$ cat config.mk
export PLATFORM = sky130hd
export DESIGN_NAME = rx_link_fault_monitor
export DESIGN_NICKNAME = d
export VERILOG_FILES = /design/src/rtl/rx_link_fault_monitor_pkg.sv /design/src/rtl/rx_link_fault_monitor_column_decode.sv /design/src/rtl/rx_link_fault_monitor.sv
export SDC_FILE = /design/constraint.sdc
export NUM_CORES = 1
export LEC_CHECK = 0
export ABC_CLOCK_PERIOD_IN_PS = 10490
export BUFFER_PORTS_ARGS = -buffer_cell sky130_fd_sc_hd__buf_2
export CAP_MARGIN = 40
export CORE_ASPECT_RATIO = 2
export CORE_MARGIN = 2
export CORE_UTILIZATION = 45
export CTS_CLUSTER_DIAMETER = 80
export DETAILED_ROUTE_END_ITERATION = 16
export PLACE_DENSITY = 0.75
export SLEW_MARGIN = 40
export SYNTH_ARGS = -nofsm -noshare
export SYNTH_HDL_FRONTEND = slang
export SYNTH_SLANG_ARGS = --single-unit
$ cat constraint.sdc
create_clock -name rxclk -period 10.49 [get_ports rxclk]
set_input_delay 2.098 -clock rxclk [delete_from_list [all_inputs] [get_ports rxclk]]
set_output_delay 2.098 -clock rxclk [all_outputs]
set_load 0.1 [all_outputs]
$ cat src/rtl/rx_link_fault_monitor_pkg.sv
// Shared definitions for the receive-side link-fault monitor: fault codes,
// XGMII character constants and the fault state machine context.
package rx_link_fault_monitor_pkg;

    localparam logic [1:0]  LF_OK     = 2'b00;
    localparam logic [1:0]  LF_LOCAL  = 2'b10;
    localparam logic [1:0]  LF_REMOTE = 2'b11;

    localparam logic [7:0]  SEQ_CHAR  = 8'h9C;
    localparam logic [7:0]  IDLE_CHAR = 8'h07;
    localparam logic [31:0] IDLE_COL  = {4{IDLE_CHAR}};

    typedef enum logic [1:0] {
        ST_INIT  = 2'd0,
        ST_COUNT = 2'd1,
        ST_FAULT = 2'd2
    } lf_state_e;

    typedef struct packed {
        lf_state_e  state;
        logic [2:0] seq_cnt;
        logic [7:0] col_cnt;
        logic [1:0] last_type;
        logic [1:0] link_fault;
    } lf_ctx_t;

    localparam lf_ctx_t LF_CTX_RESET = '{
        state:      ST_INIT,
        seq_cnt:    3'd0,
        col_cnt:    8'd0,
        last_type:  LF_OK,
        link_fault: LF_OK
    };

endpackage

$ cat src/rtl/rx_link_fault_monitor_column_decode.sv
// Recognises a single XGMII column carrying a local or remote fault
// sequence ordered set.
module rx_lf_column_decode
    import rx_link_fault_monitor_pkg::*;
(
    input  logic [31:0] col_i,
    input  logic [3:0]  flags_i,
    output logic        is_seq_o,
    output logic [1:0]  seq_type_o
);

    logic frame_ok;
    logic lane3_local;
    logic lane3_remote;

    assign frame_ok     = (flags_i == 4'b0001) && (col_i[7:0] == SEQ_CHAR) &&
                          (col_i[15:8] == 8'h00) && (col_i[23:16] == 8'h00);
    assign lane3_local  = (col_i[31:24] == 8'h01);
    assign lane3_remote = (col_i[31:24] == 8'h02);

    assign is_seq_o   = frame_ok && (lane3_local || lane3_remote);
    assign seq_type_o = lane3_remote ? LF_REMOTE : LF_LOCAL;

endmodule

$ cat src/rtl/rx_link_fault_monitor.sv
// Reconciliation-sublayer receive link-fault monitor: counts fault sequence
// ordered sets per column, drives link_fault and forwards data one cycle late.
module rx_link_fault_monitor
    import rx_link_fault_monitor_pkg::*;
#(
    parameter int COL_WINDOW    = 128,
    parameter int SEQ_THRESHOLD = 4
) (
    input  logic        rxclk,
    input  logic        reset_n,
    input  logic [63:0] rxd_in,
    input  logic [7:0]  rxc_in,
    output logic [63:0] rxd_out,
    output logic [7:0]  rxc_out,
    output logic [1:0]  link_fault,
    output logic        seq_seen
);

    localparam logic [7:0] WIN = COL_WINDOW[7:0];
    localparam logic [2:0] THR = SEQ_THRESHOLD[2:0];

    logic [1:0] col_is_seq;
    logic [1:0] col_type [2];
    logic [63:0] rxd_d, rxd_q;
    logic [7:0]  rxc_d, rxc_q;
    logic        seq_seen_d, seq_seen_q;
    lf_ctx_t     ctx_mid, ctx_d, ctx_q;

    genvar gi;
    generate
        for (gi = 0; gi < 2; gi++) begin : g_col
            rx_lf_column_decode u_dec (
                .col_i      (rxd_in[gi*32 +: 32]),
                .flags_i    (rxc_in[gi*4 +: 4]),
                .is_seq_o   (col_is_seq[gi]),
                .seq_type_o (col_type[gi])
            );
            assign rxd_d[gi*32 +: 32] = col_is_seq[gi] ? IDLE_COL : rxd_in[gi*32 +: 32];
            assign rxc_d[gi*4 +: 4]   = col_is_seq[gi] ? 4'hF : rxc_in[gi*4 +: 4];
        end
    endgenerate

    // One column's effect on the fault context; applied twice per cycle.
    function automatic lf_ctx_t col_step(input lf_ctx_t c, input logic is_seq,
                                         input logic [1:0] t);
        lf_ctx_t n;
        n = c;
        if (is_seq) begin
            n.col_cnt = 8'd0;
            if ((c.state != ST_INIT) && (t == c.last_type)) begin
                if (c.seq_cnt < THR) begin
                    n.seq_cnt = c.seq_cnt + 3'd1;
                end
            end else begin
                n.seq_cnt   = 3'd1;
                n.last_type = t;
            end
            if (n.seq_cnt == THR) begin
                n.link_fault = t;
                n.state      = ST_FAULT;
            end else if (c.state == ST_INIT) begin
                n.state = ST_COUNT;
            end
        end else if (c.state != ST_INIT) begin
            if (c.col_cnt < WIN) begin
                n.col_cnt = c.col_cnt + 8'd1;
            end
            if (n.col_cnt == WIN) begin
                n.seq_cnt    = 3'd0;
                n.col_cnt    = 8'd0;
                n.link_fault = LF_OK;
                n.state      = ST_INIT;
            end
        end
        return n;
    endfunction

    always_comb begin
        ctx_mid    = col_step(ctx_q, col_is_seq[0], col_type[0]);
        ctx_d      = col_step(ctx_mid, col_is_seq[1], col_type[1]);
        seq_seen_d = |col_is_seq;
    end

    always_ff @(posedge rxclk) begin
        if (!reset_n) begin
            ctx_q      <= LF_CTX_RESET;
            rxd_q      <= {2{IDLE_COL}};
            rxc_q      <= 8'hFF;
            seq_seen_q <= 1'b0;
        end else begin
            ctx_q      <= ctx_d;
            rxd_q      <= rxd_d;
            rxc_q      <= rxc_d;
            seq_seen_q <= seq_seen_d;
        end
    end

    assign rxd_out    = rxd_q;
    assign rxc_out    = rxc_q;
    assign link_fault = ctx_q.link_fault;
    assign seq_seen   = seq_seen_q;

endmodule

==> impl_metrics.csv <==
group,metric,value,unit
hold_path,hold_path_class,"register to register",
yosys,synthMostInstantiatedCell,"dfxtp_1",
yosys,syn_area_per_cell,9.18,sq um
route,detail_route.wl_per_cell,17.0,um
sta,rsz0062_at_grt,"no",
yosys,synthCells,433,
placed_design,placed_cells,657,
global_route,grt_max_degree,36,
placed_design,hpwl,8880,um
critical_path,cp-start-kind,"primary input",
route,vias_per_cell,5.73,
route,detail-route-antenna-nets,0,
yosys,synth_ff_type,"dfxtp_1",
clock_tree,path_clk_slew,0.07,ns
critical_path,path_cells,"buf_2 -> nor4b_1 -> and4_1 -> nand3_1 -> nor4b_1 -> a211oi_1 -> ha_1 -> nor2b_1 -> a32o_1 -> a211o_1 -> nand3_1",
critical_path,endpoint,"link_fault[0]",
critical_path,cpPeakStageDelay,0.65,ns
yosys,synth.area.top_cells,"dfxtp_1, nand2b_1, and2_1",
sta,hold_viol,0,
critical_path,timing.rr.end,"link_fault[0]",
route,vias,3859,
sta,worst_pin_slew,0.808,ns
finish,multi_input_area,2060,sq um
clock_tree,postCtsSetupBuffers,0,
finish,layout-drive-gt1-share,31.2,%
clock_tree,clock-sinks,90,
critical_path,crit_arrival,5.81,ns
global_route,grt_antenna_before_repair,0,
finish,fin_nets,647,
floorplan,rows,48,
critical_path,crit_required,10.77,ns
global_route,grt_overflow,0,
critical_path,reg2reg_depth,12,
finish,finalNonFillerCells,674,
critical_path,cpLargestDelayFamily,"simple AND/OR/NAND/NOR gates",
critical_path,crit_start,"rxc_in[2]",
floorplan,io_pins,149,
yosys,synth_area_leader_cell,"dfxtp_1",
sta,min_period,5.53,ns
route,drc,0,
route,drt-total-wl,11500,um
critical_path,r2r-start,"ctx_q[4]",
pwr,worst_ir_drop_vdd,0.0937,mV
finish,syn_to_final_growth,27.9,%
yosys,syn_nets,511,
sta,fin_crit_sh,52.7,%
clock_tree,clockBufferDepth,2,
yosys,ys_types,63,
yosys,synth_seq_cells,90,
yosys,async_flop_share,0,%
global_route,grt.total_usage,23.0,%
critical_path,path_class,"primary input to register",
sta,maxSlewHeadroom,46.0,%
yosys,synth_top_area_share,45.3,%
floorplan,start_util,46.3,%
global_route,grt_first_pass_wirelength,17500,um
sta,drv_slew,0,
pwr,power.density,169,nW/um^2
yosys,synth_warnings,0,
route,drtIter0Drc,185,
floorplan,die_w,70.5,um
yosys,synth_common_cells,"dfxtp_1, nand2b_1, and2_1",
floorplan,dieHeight,137,um
placed_design,gp_congestion,0.885,
clock_tree,htreeDepth,3,
yosys,synth_edf_count,0,
route,firstDrtPassIters,5,
critical_path,slowest_stage,"nor4b_1",
clock_tree,cts-buffers-inserted,9,
critical_path,cp-end-kind,"register",
sta,skew,0.00496,ns
finish,fill_cells,756,
run,cap_violations,0,
clock_tree,cts_resized,0,
sta,fmax,181,MHz
pwr,p_leak,0.00225,uW
floorplan,dieArea,9650,sq um
sta,timing.setup.tns,0,ns
placed_design,portBuffers,148,
yosys,syn_area,3980,sq um
clock_tree,hold_buffers,0,
clock_tree,clk_latency,0.34,ns
sta,setup_viol_count_final,0,
critical_path,r2r_setup_slack,6.99,ns
finish,regArea,1800,sq um
floorplan,core,8590,sq um
critical_path,worst-path-buf-inv,1,
critical_path,cp_max_fo,24,
yosys,yosysSeqAreaShare,45.3,%
global_route,grt_pass1_vias,3733,
finish,n_antenna_cell,0,
clock_tree,cts_tree,"built",
clock_tree,clockRootBuffer,"clkbuf_16",
critical_path,cp.depth,11,
outcome,outcome,"finished, final reports clean",
==> registers in the layout, summed over array words and instances (netlist names) <==
name	flops
ctx_q	15
rxd_out	64
rxc_out	8
link_fault	2
seq_seen	1
==> through the flow <==
step                area [sq um]  total power (uW)  hold slack (ns)  setup WS [ns]  util (%)
finish                      5090               858            0.492           4.96      59.2
global route                5090               882            0.509           4.72      59.2
CTS                         5070               863            0.493           4.98      59.1
detailed placement          4750               528            0.477           4.62      55.4
global placement            4740               527            0.461           4.71      55.2
floorplan                   3980               492            0.448           4.88         -
==> area by class of cell <==
cell class | instances | share of cell area (%)
Sequential cell | 90 | 35.4
Timing Repair Buffer | 149 | 14.8
Tap cell | 100 | 2.46
Clock inverter | 5 | 1.33
Multi-Input combinational cell | 311 | 40.4
Clock buffer | 11 | 4.97
Inverter | 8 | 0.590
==> per-layer routing <==
layer | routed length, um | share of wire, % | up-vias | track usage [%]
li1 | - | - | 1837 | -
met1 | 3850 | 34 | 1828 | 21.3
met2 | 6430 | 56 | 149 | 44.8
met3 | 564 | 4.9 | 45 | 3.98
met4 | 624 | 5.4 | 0 | 14.7
met5 | 0 | 0 | - | 0
==> worst min-delay path by stage <==
stage | from | end | cells past startpoint
finish | ctx_q[3] | ctx_q[3] | 1
global route | ctx_q[3] | ctx_q[3] | 1
CTS | ctx_q[3] | ctx_q[3] | 1
detailed placement | ctx_q[3] | ctx_q[3] | 1
global placement | ctx_q[3] | ctx_q[3] | 1
floorplan | ctx_q[3] | ctx_q[3] | 1
==> power by group <==
group	internal (uW)	switching, uW	total [uW]
Clock	202	136	338
Combinational	28.9	132	161
Sequential	356	3.10	359
==> cell usage in the layout (no fill, tap or decap), types with 3 or more instances in the layout <==
master / netlist / routed
buf_2: 2 / 148
dfxtp_1: 90 / 90
nand2b_1: 38 / 38
and2_1: 29 / 29
nor2_1: 27 / 27
and3_1: 19 / 19
nor3_1: 20 / 19
nor4_1: 13 / 13
o21ai_0: 13 / 13
a21oi_1: 12 / 12
nand2_1: 11 / 11
xor2_1: 10 / 10
nand3_1: 10 / 10
nor4b_1: 9 / 9
xnor2_1: 9 / 9
clkbuf_16: 0 / 9
inv_1: 8 / 8
nand4_1: 7 / 7
a211oi_1: 4 / 4
o22ai_1: 4 / 4
o211ai_1: 4 / 4
a22o_1: 4 / 4
ha_1: 4 / 4
and4_1: 3 / 3
nand4b_1: 3 / 3
nor4bb_1: 3 / 3
a22oi_1: 3 / 3
nor2b_1: 4 / 3
a31oi_1: 3 / 3
o21a_1: 3 / 3
or3_1: 3 / 3
o31ai_1: 3 / 3
inv_6: 0 / 3
==> cells by family (layout without fill, tap and decap cells) <==
| logic type | count (synthesis) | count (layout) | synth area share (%) |
|---|---|---|---|
| simple gates | 217 | 217 | 33.4 |
| buf+inv | 32 | 173 | 3.27 |
| mux | 3 | 3 | 0.787 |
| fa+ha+maj | 4 | 4 | 1.26 |
| flops | 90 | 90 | 45.3 |
| compound gates | 68 | 68 | 11.7 |
| xor+xnor | 19 | 19 | 4.19 |
Note: power is estimated with default switching activity, not from simulation.
